File: config.mk
export PLATFORM = sky130hd
export DESIGN_NAME = ctrl_sequencer
export DESIGN_NICKNAME = d
export VERILOG_FILES = /design/src/rtl/ctrl_sequencer.sv
export SDC_FILE = /design/constraint.sdc
export NUM_CORES = 1
export LEC_CHECK = 0
export ABC_AREA = 1
export CAP_MARGIN = 15
export CORE_MARGIN = 2
export CORE_UTILIZATION = 49
export DETAILED_ROUTE_END_ITERATION = 12
export GPL_TIMING_DRIVEN = 0
export HOLD_SLACK_MARGIN = 0.03
export PLACE_DENSITY = 0.86
export SYNTH_ARGS = -nofsm -noshare
export SYNTH_HDL_FRONTEND = slang
export SYNTH_SLANG_ARGS = --single-unit
File: constraint.sdc
create_clock -name CLK -period 2.09 [get_ports CLK]
set_clock_uncertainty 0.15 [all_clocks]
set_input_delay 0.418 -clock CLK [delete_from_list [all_inputs] [get_ports CLK]]
set_output_delay 0.418 -clock CLK [all_outputs]
set_load 0.02 [all_outputs]
File: src/rtl/ctrl_sequencer.sv
// Control sequencer for the 9-bit-ISA datapath: decodes opcode/fcode into
// datapath strobes, owns start-up/halt, stalls loads and counts retirements.
module ctrl_sequencer #(
    parameter int LOAD_WAIT = 1,
    parameter int CNT_W     = 16
) (
    input  logic             CLK,
    input  logic             RESET_N,
    input  logic             START,
    input  logic [3:0]       opcode,
    input  logic             fcode,
    input  logic             DONE,
    output logic             DP_INIT,
    output logic             PC_HOLD,
    output logic             CTRL_branch_rel_nz,
    output logic             CTRL_branch_rel_z,
    output logic             CTRL_branch_abs,
    output logic             CTRL_reg_write_en,
    output logic             CTRL_reg_sel,
    output logic             CTRL_lut_in,
    output logic             CTRL_mem_to_reg,
    output logic             CTRL_alu_src,
    output logic             CTRL_alu_sc_in,
    output logic             CTRL_read_mem,
    output logic             CTRL_write_mem,
    output logic [2:0]       CTRL_alu_op,
    output logic             BUSY,
    output logic             FINISHED,
    output logic [CNT_W-1:0] INSTR_COUNT
);

    typedef enum logic [2:0] {
        S_IDLE,
        S_INIT,
        S_RUN,
        S_LOAD,
        S_HALTED
    } state_t;

    // LOAD is entered with the number of stall cycles still to go after this one
    localparam logic [1:0] WAIT_INIT = (LOAD_WAIT > 0) ? 2'(LOAD_WAIT - 1) : 2'd0;

    state_t           state, state_nxt;
    logic [1:0]       wait_cnt, wait_cnt_nxt;
    logic [CNT_W-1:0] count_nxt;

    function automatic logic [CNT_W-1:0] sat_inc(input logic [CNT_W-1:0] v);
        return (&v) ? v : v + CNT_W'(1);
    endfunction

    always_ff @(posedge CLK or negedge RESET_N) begin
        if (!RESET_N) begin
            state       <= S_IDLE;
            wait_cnt    <= 2'd0;
            INSTR_COUNT <= '0;
        end else begin
            state       <= state_nxt;
            wait_cnt    <= wait_cnt_nxt;
            INSTR_COUNT <= count_nxt;
        end
    end

    always_comb begin
        state_nxt          = state;
        wait_cnt_nxt       = wait_cnt;
        count_nxt          = INSTR_COUNT;
        DP_INIT            = 1'b0;
        PC_HOLD            = 1'b1;
        CTRL_branch_rel_nz = 1'b0;
        CTRL_branch_rel_z  = 1'b0;
        CTRL_branch_abs    = 1'b0;
        CTRL_reg_write_en  = 1'b0;
        CTRL_reg_sel       = 1'b0;
        CTRL_lut_in        = 1'b0;
        CTRL_mem_to_reg    = 1'b0;
        CTRL_alu_src       = 1'b0;
        CTRL_alu_sc_in     = 1'b0;
        CTRL_read_mem      = 1'b0;
        CTRL_write_mem     = 1'b0;
        CTRL_alu_op        = 3'd0;

        case (state)
            S_IDLE, S_HALTED: begin
                if (START) begin
                    state_nxt = S_INIT;
                    count_nxt = '0;
                end
            end

            S_INIT: begin
                DP_INIT   = 1'b1;
                PC_HOLD   = 1'b0;
                count_nxt = '0;
                state_nxt = S_RUN;
            end

            S_RUN: begin
                // End-of-program flag squashes whatever is being decoded
                if (DONE) begin
                    state_nxt = S_HALTED;
                end else begin
                    PC_HOLD   = 1'b0;
                    count_nxt = sat_inc(INSTR_COUNT);
                    case (opcode)
                        4'h0: CTRL_reg_write_en = 1'b1;
                        4'h1: begin CTRL_reg_write_en = 1'b1; CTRL_alu_op = 3'd1; end
                        4'h2: begin CTRL_reg_write_en = 1'b1; CTRL_alu_op = 3'd2; end
                        4'h3: begin CTRL_reg_write_en = 1'b1; CTRL_alu_op = 3'd3; end
                        4'h4: begin CTRL_reg_write_en = 1'b1; CTRL_alu_op = 3'd4; end
                        4'h5: begin
                            CTRL_reg_write_en = 1'b1;
                            CTRL_alu_op       = 3'd5;
                            CTRL_alu_sc_in    = fcode;
                        end
                        4'h6: begin
                            CTRL_reg_write_en = 1'b1;
                            CTRL_alu_op       = 3'd6;
                            CTRL_alu_sc_in    = fcode;
                        end
                        4'h7: begin CTRL_reg_write_en = 1'b1; CTRL_alu_src = 1'b1; end
                        4'h8: begin
                            CTRL_read_mem   = 1'b1;
                            CTRL_mem_to_reg = 1'b1;
                            if (LOAD_WAIT > 0) begin
                                PC_HOLD      = 1'b1;
                                count_nxt    = INSTR_COUNT;
                                wait_cnt_nxt = WAIT_INIT;
                                state_nxt    = S_LOAD;
                            end else begin
                                CTRL_reg_write_en = 1'b1;
                            end
                        end
                        4'h9: CTRL_write_mem = 1'b1;
                        4'hA: CTRL_branch_rel_nz = 1'b1;
                        4'hB: CTRL_branch_rel_z = 1'b1;
                        4'hC: CTRL_branch_abs = 1'b1;
                        4'hD: begin CTRL_reg_sel = 1'b1; CTRL_reg_write_en = 1'b1; end
                        4'hE: begin CTRL_branch_abs = 1'b1; CTRL_lut_in = 1'b1; end
                        default: begin
                            if (fcode) state_nxt = S_HALTED;
                        end
                    endcase
                end
            end

            S_LOAD: begin
                if (DONE) begin
                    state_nxt = S_HALTED;
                end else begin
                    CTRL_read_mem   = 1'b1;
                    CTRL_mem_to_reg = 1'b1;
                    // Final stall cycle writes back and releases the PC
                    if (wait_cnt == 2'd0) begin
                        CTRL_reg_write_en = 1'b1;
                        PC_HOLD           = 1'b0;
                        count_nxt         = sat_inc(INSTR_COUNT);
                        state_nxt         = S_RUN;
                    end else begin
                        wait_cnt_nxt = wait_cnt - 2'd1;
                    end
                end
            end

            default: state_nxt = S_IDLE;
        endcase
    end

    assign BUSY     = (state == S_INIT) || (state == S_RUN) || (state == S_LOAD);
    assign FINISHED = (state == S_HALTED);

endmodule

* Yosys cells after proc, flatten, opt, wreduce, memory -nomap -nowiden
Index checks and enable logic that the tools add are counted.
Word-level totals: register bits after elaboration 21, bits of input ports 9, output and inout port bits 34, logic and storage cells 109
Operators by class: add/sub/neg operators 2, eq/ne operators 28, muxes and demuxes 60, reductions and logical operators 16
Operator list (count):
- 16-bit 2-to-1 mux | 6
- 16-bit case mux with 4 select lines | 1
- 1-bit 2-to-1 mux | 35
- 4-bit == test, second input constant | 7
- 3-bit 2-to-1 mux | 7
- 3-bit case mux with 6 select lines | 1
- 16-bit by 1-bit adder with 16-bit output, second input constant | 1
- 4-bit by 3-bit == test with 1-bit output, second input constant | 4
- 16-bit AND reduction | 1
- 14-bit OR reduction | 1
- 2-bit inequality test, second input constant | 6
- 3-bit case mux with 4 select lines | 1
- 9-bit OR reduction | 1
- 4-bit by 2-bit == test with 1-bit output, second input constant | 2
- 2-bit 2-to-1 mux | 4
- 3-bit by 2-bit == test with 1-bit output, second input constant | 2
- 3-bit inequality test, second input constant | 2
- 3-bit case mux with 2 select lines | 1
- 6-bit AND reduction | 1
- 2-bit OR reduction | 3
- 5-bit AND reduction | 1
- 4-bit by 1-bit == test with 1-bit output, second input constant | 1
- 4-bit zero test | 1
- 4-bit by 3-bit inequality test with 1-bit output, second input constant | 1
- 13 further kinds | 15

* Logic depth before layout (Yosys ltp)
depth after elaboration 5, mapped depth 10, mapped depth without buffers 10

* Least setup slack after synthesis
No wires, ideal clock.
path kind register to output, start point register state[2], end point output CTRL_alu_op[0], data arrival time 1955 ps, path slack -433 ps, stages on the path, launching flop included 7, path buffers 1, path through dfrtp_1 -> buf_4 -> inv_2 -> nand2_4 -> nor2_4 -> nand2_2 -> a2111oi_0
On the way: longest elaborated chain between the ends 2
RTL lines:
- from (decl) | line 43 | state_t state, state_nxt;
- from (signal assigned) | line 57 | state <= state_nxt;
- 3-bit by 2-bit == test with 1-bit output | line 82 | case (state)
- 3-bit 2-to-1 mux | line 82
- to (decl) | line 26 | output logic [2:0] CTRL_alu_op,
No other way between the ends.

* Final worst setup path
start point register state[2], end point output CTRL_branch_rel_nz
On the way: longest elaborated chain between the ends 2
RTL lines:
- 3-bit by 2-bit == test with 1-bit output | line 82
- 1-bit 2-to-1 mux | line 82
- to (decl) | line 15 | output logic CTRL_branch_rel_nz,
No other way between the ends.

==> metrics.md <==
| Metric | Value |
|---|---|
| Status | `finished, violations left` |
| Failing checks | `setup timing` |
| Top Layer Used | `met4` |
| WL per Instance | `13.3 microns` |
| FF+latch count, synth | `21` |
| Clock transition at path regs | `0.13 ns` |
| Post-route DRC | `0` |
| Most frequent cells in the layout | `67 x nand2_1, 27 x nor2_1, 23 x buf_4` |
| Area of the core | `3280 sq um` |
| CTS buffer count | `3` |
| Worst setup path end | `CTRL_branch_rel_nz` |
| Hold Vio Cnt, Final | `0` |
| Initial core utilization | `0.504` |
| Initial antenna violation count | `0` |
| I/O Pins | `43` |
| Top post-synthesis cells by area | `dfrtp_1 32%, nand2_1 16%, nor2_1 6.6%, nand3_1 6.0%, inv_1 5.7%` |
| Fmax | `433 MHz` |
| Sink Count | `21` |
| Final Slew Violations | `0` |
| Crit path from | `state[2]` |
| Worst Path Max Fanout | `8` |
| Area leader, netlist | `dfrtp_1` |
| Drt pass-1 iters | `4` |
| Rel. slew slack | `0.354` |
| Vias per std cell | `5.25` |
| Iteration-0 DRC count of the detailed router | `117` |
| Layout overhead on the synthesized area | `38.9%` |
| Syn_area_per_cell | `6.90 sq um` |
| Leak | `0.00104 uW` |
| Ys Warns | `0` |
| Synth Cell Area | `1660 sq um` |
| Number of nets still failing antenna checks after routing | `0` |
| CP Class | `reg2out` |
| CTS Buffer Depth | `2` |
| Gr ovfl total | `0` |
| Setup violators final | `14` |
| Setup TNS | `-1.74 ns` |
| Pre-CTS setup slack | `-0.944 ns` |
| Total Routing Usage GR | `0.226` |
| M1 WL | `1.95 mm` |
| Final cycle utilization of the critical path | `1.11` |
| Die area | `3860 sq um` |
| Reg2Reg Depth | `8` |
| Final WS setup | `-0.221 ns` |
| IO Port Bufs | `42` |
| # hold bufs at CTS | `0` |
| Pwr dens | `760 nW/um^2` |
| Seq/Total Area, Yosys | `0.317` |
| Die height | `62.1 microns` |
| Met2 Routed Length | `2.36 mm` |
| DR WL met3 | `225 microns` |
| Max IR drop VDD | `0.000535 V` |
| R2r endpoint | `INSTR_COUNT[12]` |
| Fin nets | `311` |
| Rows | `21` |
| Unrepaired setup endpoints after global routing | `true` |
| Die Width | `62.1 microns` |
| Slew @ Worst Pin | `0.966 ns` |
| Total vias in the final route | `1,811` |
| TritonCTS clock tree | `built` |
| CP required | `1.52 ns` |
| CP endpoint kind | `output port` |
| Final Critical Period | `2.31 ns` |
| Critical path startpoint category | `flop` |
| R2r startpoint | `INSTR_COUNT[0]` |
| First-pass GRT wire length | `7.34 mm` |
| Syn Nets | `251` |
| Worst skew pair latency | `0.32 ns` |
| H-tree levels | `1` |
| Synth cell types | `33` |
| Synth top area share | `0.317` |
| Ant diodes | `0` |
| Vias in the first global route | `1,721` |
| CP arrival | `1.74 ns` |
| Post-Route WL | `4.57 mm` |
| CTS root buf | `clkbuf_4` |
| FF-to-FF setup slack | `0.20 ns` |
| RePlAce Congestion | `0.900` |
| Max-Cap Viols | `0` |
| Largest net degree at the start of global routing | `22` |
| Share of layout cells above drive strength 1 | `0.274` |
| Most common cell after layout, fill and taps aside | `nand2_1` |
| Syn Inst Count | `240` |
| Worst hold-check path type | `reg2reg` |
| Hpwl dp | `3.04 mm` |
-- power by group --
part / total [uW] / switching, uW / internal [uW]
Combinational: 1040 / 653 / 382
Sequential: 504 / 47.3 / 457
Clock: 209 / 137 / 71.8
-- worst max-delay path, cell delays in order, from the launching register on --
cell and delay, ns:
dfrtp_1 0.40, buf_6 0.14, inv_4 0.06, nand2_4 0.06
nor2_4 0.18, nand2_4 0.14, nor4_1 0.22, buf_2 0.22
-- metrics by stage --
| stage | instances | instance area (sq um) | hold WS [ns] | power, uW | util |
|---|---|---|---|---|---|
| finish | 345 | 2300 | 0.414 | 1750 | 0.700 |
| global route | 345 | 2300 | 0.468 | 1840 | 0.700 |
| CTS | 339 | 2240 | 0.417 | 1700 | 0.683 |
| detailed placement | 328 | 2140 | 0.397 | 1450 | 0.651 |
| global placement | 328 | 2140 | 0.390 | 1440 | 0.651 |
| floorplan | 240 | 1660 | -0.0276 | 1160 | - |
-- timing repair --
action / 4_1_cts / 5_1_grt
pin swaps: 8 / 4
endpoints found under the setup margin: 18 / 18
resized for setup: 112 / 9
setup buffers: 7 / 6
-- cell usage after synthesis (all sizes together) --
library cell   n
nor4           3
nand2         76
and3           1
a32oi          1
nor2          37
a2111oi        2
nor3           6
a21boi         1
dfrtp         21
a21o           1
a211oi         1
nand4          7
or2            1
xor2           4
a31oi          1
buf            5
nand3         21
a21oi          2
o21ai         16
inv           29
o21bai         2
ha             2
-- metal layers --
layer | GRT usage | vias up
met5 | 0 | -
met4 | 0.0500 | 0
met3 | 0.0399 | 7
met2 | 0.416 | 53
met1 | 0.275 | 853
li1 | - | 898
-- kinds of logic after synthesis --
| group | after synthesis | synth area share |
|---|---|---|
| buf+inv | 34 | 0.0952 |
| compound gates | 27 | 0.113 |
| flops | 21 | 0.317 |
| fa+ha+maj | 2 | 0.0151 |
| simple gates | 152 | 0.438 |
| xor+xnor | 4 | 0.0212 |
-- layout make-up --
class / count / area [sq um]
Fill cell: 251 / 985
Clock inverter: 1 / 5.00
Multi-Input combinational cell: 185 / 1060
Inverter: 29 / 111
Timing Repair Buffer: 55 / 460
Sequential cell: 21 / 527
Clock buffer: 3 / 22.5
Tap cell: 46 / 57.6
Buffer: 5 / 52.6
-- sequential cells by signal (all words and copies together) (netlist names) --
register,cells
INSTR_COUNT,16
wait_cnt,2
state,3
-- worst min-delay path by stage --
stage	from	cells after the start	slack (ns)	endpoint
after detailed placement	wait_cnt[1]	2	0.40	wait_cnt[1]
after CTS	wait_cnt[1]	2	0.42	wait_cnt[1]
after floorplan	RESET_N	0	-0.03	INSTR_COUNT[0]
after global routing	wait_cnt[1]	2	0.47	wait_cnt[1]
final	wait_cnt[1]	2	0.41	wait_cnt[1]
after global placement	INSTR_COUNT[6]	2	0.39	INSTR_COUNT[6]
(Power assumes the default switching activity.)
==> variant 1, RTL diff (same settings) <==
Encoding of `state_t`: now one-hot (5 bits for 5 states).
--- a/src/rtl/ctrl_sequencer.sv
+++ b/src/rtl/ctrl_sequencer.sv
@@ -29,12 +29,12 @@
     output logic [CNT_W-1:0] INSTR_COUNT
 );
 
-    typedef enum logic [2:0] {
-        S_IDLE,
-        S_INIT,
-        S_RUN,
-        S_LOAD,
-        S_HALTED
+    typedef enum logic [4:0] {
+        S_IDLE   = 5'b00001,
+        S_INIT   = 5'b00010,
+        S_RUN    = 5'b00100,
+        S_LOAD   = 5'b01000,
+        S_HALTED = 5'b10000
     } state_t;
 
     // LOAD is entered with the number of stall cycles still to go after this one
Formal check against the unedited RTL: same outputs for any inputs over 10 cycles, from zero or initial values and one cycle with RESET_N low; not proved beyond that.
==> variant 1 against the original RTL <==
- the flow still finishes with violations (negative setup slack)
- wire length increased by 11%
- sequential share of layout area rose by 0.33 points
- sequential power is 11% higher
- clock power is 2% higher
- final area grew 8.4%
- sequential cell count rose by 2
- worst hold slack worse by 0.16 ns
- area after synthesis rose by 8.2%
- power is 9.2% higher
- setup slack improved by 0.074 ns
- critical path type unchanged
- critical endpoint is now PC_HOLD
- largest cell class unchanged
- largest power group unchanged
==> variant 1: results (changes against the original RTL) <==
detailed_routing:
  first_pass_iters: 5  # +1
  routed_via_density: 5.32  # +1.3%
  dr.first_iter.drc_count: 139  # +19%
  wl_per_cell_um: 13.5  # +1.5%
global_routing:
  use_met2_pct: 41.5  # about the same
  grt_start_max_net_pins: 24  # +9.1%
  grt_use_met1_pct: 31.2  # +3.7 points
  grt_use_met3_pct: 3.13  # -0.86 points
  grt_pass1_vias: 1760  # +2.3%
  antenna_found_initial: 0  # unchanged
  grt_usage_pct: 23.8  # +1.2 points
timing:
  worst_pin_slew_ns: 0.465  # -0.501 ns
  setup_ws_ns: -0.148  # +0.0738 ns
  setup_viol: 15  # +1
hold_path:
  hold_class: "in2async"
yosys:
  synthTopCellsByArea: "dfrtp_1 31%, nand2_1 16%, nor2_1 8.6%, inv_1 7.5%, o21bai_1 7.5%"
  avgSynthCellArea_um2: 6.63  # -3.9%
  seq_area_frac_synth_pct: 32.2  # +0.47 points
  syn_nets: 281  # +12%
  synth_cell_types: 30  # -9.1%
  ys_warn_count: 0  # unchanged
critical_path:
  r2r_slack_ns: 0.09  # -0.11 ns
  cp_max_fo: 3  # -5
  critPathLaunch: "state[3]$_DFFE_PN0P_"
  worst_path_largest_cell_delay_ns: 0.46  # +0.06 ns
  r2r-start: "state[0]$_DFFE_PN1P_"
finish:
  finalNonFillerCells: 377  # +9.3%
  reg_top3: "INSTR_COUNT (16), state (5), wait_cnt (2)"
  fillers: 267  # +6.4%
  drive_gt1_share_pct: 26.0  # -1.4 points
pwr:
  switching_power_mw: 0.915  # +9.2%
  leakage_nw: 1.20  # +15%
  vdd_drop_max_v: 0.000461  # -14%
placement:
  place_area_mm2: 0.00226  # +5.7%
  dp.cells: 357  # +8.8%
  detailed_place_hpwl_um: 3250  # +6.9%
  port_buffers: 41  # -2.4%
  gp_congestion: 0.833  # -7.5%
clocking:
  numCtsBuffers: 3  # unchanged
status:
  status: "complete, but fails checks"
  violations: "negative setup slack"
## variant 1: cell count changes after synthesis, moves of 3 or more
cell / unedited run / this run
o21ai_1: 6 / 0
a21oi_1: 1 / 7
nor2_1: 29 / 41
o21bai_1: 2 / 18
inv_1: 25 / 36
o21ai_0: 4 / 9
nand2_1: 70 / 75
o21ai_2: 6 / 1
nand4_1: 7 / 4
nand3_1: 20 / 10
nor3_1: 6 / 10
## variant 1: layer usage
metal  vias to the layer above  wire (um)  share of wire (%)
met1                       952       2190                 43
met5                         -          0                  0
met2                        69       2570                 51
met4                         0         42               0.83
li1                        979          -                  -
met3                         4        272                5.4
## variant 1: kinds of logic (layout without fill, tap and decap cells)
logic type	count (synthesis)	count (layout)	synth area share [%]
DFF	23	23	32.2
xor gates and xnor gates	4	4	1.96
and+or+nand+nor	157	157	39.8
buffers and inverters	45	106	10.6
adders and majority gates	2	2	1.40
AOI/OAI and AO/OA	39	39	14.0
## variant 1: repair_timing
| item | CTS | global route |
|---|---|---|
| gates resized for setup | 117 | 15 |
| endpoints found under the setup margin | 18 | 28 |
| buffers inserted | 8 | 7 |
| hold buffers | 0 | 0 |
| pin swaps | 7 | 9 |
## variant 1: per-stage QoR
step / hold WS [ns] / setup WS (ns)
5_1_grt: 0.277 / -0.242
6_report: 0.255 / -0.148
3_5_place_dp: 0.342 / -0.848
4_1_cts: 0.363 / -0.101
3_3_place_gp: 0.337 / -0.828
2_1_floorplan: -0.0276 / -0.0901
## variant 1: path summary, 6_finish.rpt
check | end | cells after the start
hold / removal | INSTR_COUNT[13]$_DFFE_PN0P_ | 1
max in group asynchronous | state[0]$_DFFE_PN1P_ | 2
min in group CLK | state[0]$_DFFE_PN1P_ | 2
setup / recovery | PC_HOLD | 6
setup reg to reg | INSTR_COUNT[11]$_DFFE_PN0P_ | 9
hold reg to reg | state[0]$_DFFE_PN1P_ | 2
## variant 1: final cells by class
class / count / area, um^2 / area share (%)
plain buffers: 6 / 50.0 / 2.01
clock buffers: 3 / 22.5 / 0.903
clock inverters: 1 / 5.00 / 0.201
inverters: 39 / 146 / 5.87
multi-input cells: 202 / 1150 / 46.0
flip-flops and latches: 23 / 579 / 23.2
well taps: 46 / 57.6 / 2.31
repair buffers: 57 / 487 / 19.5
## variant 1: power by group through the flow
stage	clock, mW	sequential [mW]	combinational (mW)
global placement	0	0.552	0.851
detailed placement	0	0.555	0.865
floorplan	0	0.553	0.613
global route	0.237	0.562	1.22
CTS	0.217	0.553	0.990
finish	0.213	0.559	1.14
==> variant 2, RTL diff (same settings) <==
Without the edit above. `CNT_W`: 16 -> 14.
--- a/src/rtl/ctrl_sequencer.sv
+++ b/src/rtl/ctrl_sequencer.sv
@@ -2,7 +2,7 @@
 // datapath strobes, owns start-up/halt, stalls loads and counts retirements.
 module ctrl_sequencer #(
     parameter int LOAD_WAIT = 1,
-    parameter int CNT_W     = 16
+    parameter int CNT_W     = 14
 ) (
     input  logic             CLK,
     input  logic             RESET_N,
Ports: changed (resized INSTR_COUNT); port bits go from 43 to 41. No check against the original RTL was run, so the function may have changed too.
==> variant 2 against the original RTL <==
- critical endpoint is now CTRL_reg_write_en
- wire length decreased by 16%
- setup slack improved by 0.049 ns
- power down 14%
- sequential power decreased by 8.3%
- register-to-register slack barely moved
- final cell count decreased by 14%
- sequential cell count is 2 lower
- area after synthesis shrank 16%
- final area shrank 13%
- the flow still finishes with violations (negative setup slack)
- critical path depth rose by 1
==> variant 2: results (changes against the original RTL) <==
timing:
  setup_viol: 12  # -2
  worst_pin_slew_ns: 0.866  # -0.0999 ns
  setup_ws_ns: -0.173  # +0.0489 ns
critical_path:
  arrival_ns: 1.69  # -0.05 ns
  worst_path_largest_cell_delay_ns: 0.45  # +0.05 ns
  cp_max_fo: 4  # -4
  crit_slowest_cell: "dfrtp_2"
yosys:
  synthTopCellsByArea: "dfrtp_1 34%, nand2_1 18%, nand3_1 7.5%, inv_1 6.5%, nor2_1 4.8%"
  seq_area_frac_synth_pct: 34.1  # +2.3 points
  synth.top_cells.by_count: "67 x nand2_1, 24 x inv_1, 21 x nand3_1"
  ys_warn_count: 0  # unchanged
  syn_nets: 221  # -12%
  synthFlopType: "dfrtp_1"
  synth_cell_types: 29  # -12%
  async_flop_share_pct: 100  # unchanged
clocking:
  clk_pin_slew_ns: 0.11  # -0.02 ns
  numCtsBuffers: 3  # unchanged
  htree_levels: 1  # unchanged
  clock_latency_ns: 0.30  # -0.02 ns
  clockBufferDepth: 2  # unchanged
  clock-root-buffer: "clkbuf_4"
detailed_routing:
  drt-total-wl_um: 3840  # -16%
  first_pass_iters: 4  # unchanged
  routed_via_density: 5.44  # +3.7%
  dr.first_iter.drc_count: 72  # -38%
pwr:
  leakage_nw: 0.936  # -10%
  vdd_drop_max_v: 0.000563  # +5.2%
finish:
  drive_gt1_share_pct: 24.8  # -2.6 points
  fillers: 204  # -19%
  reg_top3: "INSTR_COUNT (14), state (3), wait_cnt (2)"
  n_antenna_cell: 0  # unchanged
  nets: 278  # -11%
global_routing:
  grt_start_max_net_pins: 20  # -9.1%
  grt_pass1_vias: 1452  # -16%
  grt_usage_pct: 23.4  # +0.84 points
  antenna_found_initial: 0  # unchanged
  grt_pass1_wl_um: 6180  # -16%
placement:
  port_buffers: 40  # -4.8%
  gp_congestion: 0.904  # +0.42%
  detailed_place_hpwl_um: 2580  # -15%
  place_area_mm2: 0.00185  # -14%
status:
  violations: "negative setup slack"
  status: "complete, but fails checks"
hold_path:
  hold_class: "reg2reg"
variant 2: worst paths after layout:
| check | startpoint | end | slack [ns] | depth (start not counted) |
|---|---|---|---|---|
| hold / removal | wait_cnt[0]$_DFFE_PN0P_ | wait_cnt[0]$_DFFE_PN0P_ | 0.36 | 1 |
| setup reg to reg | INSTR_COUNT[0]$_DFFE_PN0P_ | INSTR_COUNT[7]$_DFFE_PN0P_ | 0.20 | 8 |
| max in group asynchronous | RESET_N | state[2]$_DFFE_PN0P_ | 0.77 | 1 |
| min in group asynchronous | RESET_N | INSTR_COUNT[5]$_DFFE_PN0P_ | 0.44 | 1 |
| hold reg to reg | wait_cnt[0]$_DFFE_PN0P_ | wait_cnt[0]$_DFFE_PN0P_ | 0.36 | 1 |
| setup / recovery | state[2]$_DFFE_PN0P_ | CTRL_reg_write_en | -0.17 | 8 |
variant 2: area by class of cell:
type	count	area (um^2)	share of cell area, %
Tap cell	31	38.8	1.94
Sequential cell	19	478	23.9
Clock buffer	4	26.3	1.32
Multi-Input combinational cell	162	890	44.5
Timing Repair Buffer	52	437	21.9
Inverter	25	93.8	4.70
Buffer	4	33.8	1.69
variant 2: kinds of logic after synthesis:
family | Yosys count | synth area share (%)
flip-flops | 19 | 34.1
buffers and inverters | 29 | 9.14
adder cells (fa/ha/maj) | 2 | 1.79
AND/OR/NAND/NOR | 131 | 42.1
AO/OA/AOI/OAI | 24 | 9.77
XOR/XNOR | 5 | 3.14
variant 2: through the flow:
stage                     std cells  hold WS (ns)  TNS [ns]  setup WS [ns]
after CTS                       292         0.354    -0.682         -0.147
after detailed placement        281         0.340    -11.79         -0.900
after global routing            297         0.382     -2.10         -0.232
after floorplan                 210       -0.0276    -0.263        -0.0971
final                           297         0.362     -1.02         -0.173
after global placement          281         0.331    -11.11         -0.886
variant 2: repair_timing:
item	CTS	global route
endpoints found under the setup margin	18	16
buffers inserted	7	5
resized for setup	98	18
pin swaps	2	4
variant 2: per-layer routing:
layer	part of all wire (%)	global-route usage (%)
met1	46	31.8
met4	2.0	6.98
met2	49	39.0
met3	3.6	2.95
met5	0	0
variant 2: power by group:
part / switching [mW] / leakage (nW) / total (mW) / internal, mW
Combinational: 0.538 / 0.663 / 0.854 / 0.316
Sequential: 0.0543 / 0.259 / 0.462 / 0.407
Clock: 0.120 / 0.0150 / 0.195 / 0.0744
Total: 0.712 / 0.936 / 1.51 / 0.798
variant 2: critical path, delay by kind of cell (launching register included):
family | cells | cell delay (ns)
flops | 1 | 0.45
compound gates | 1 | 0.17
simple gates | 3 | 0.33
buf+inv | 4 | 0.43
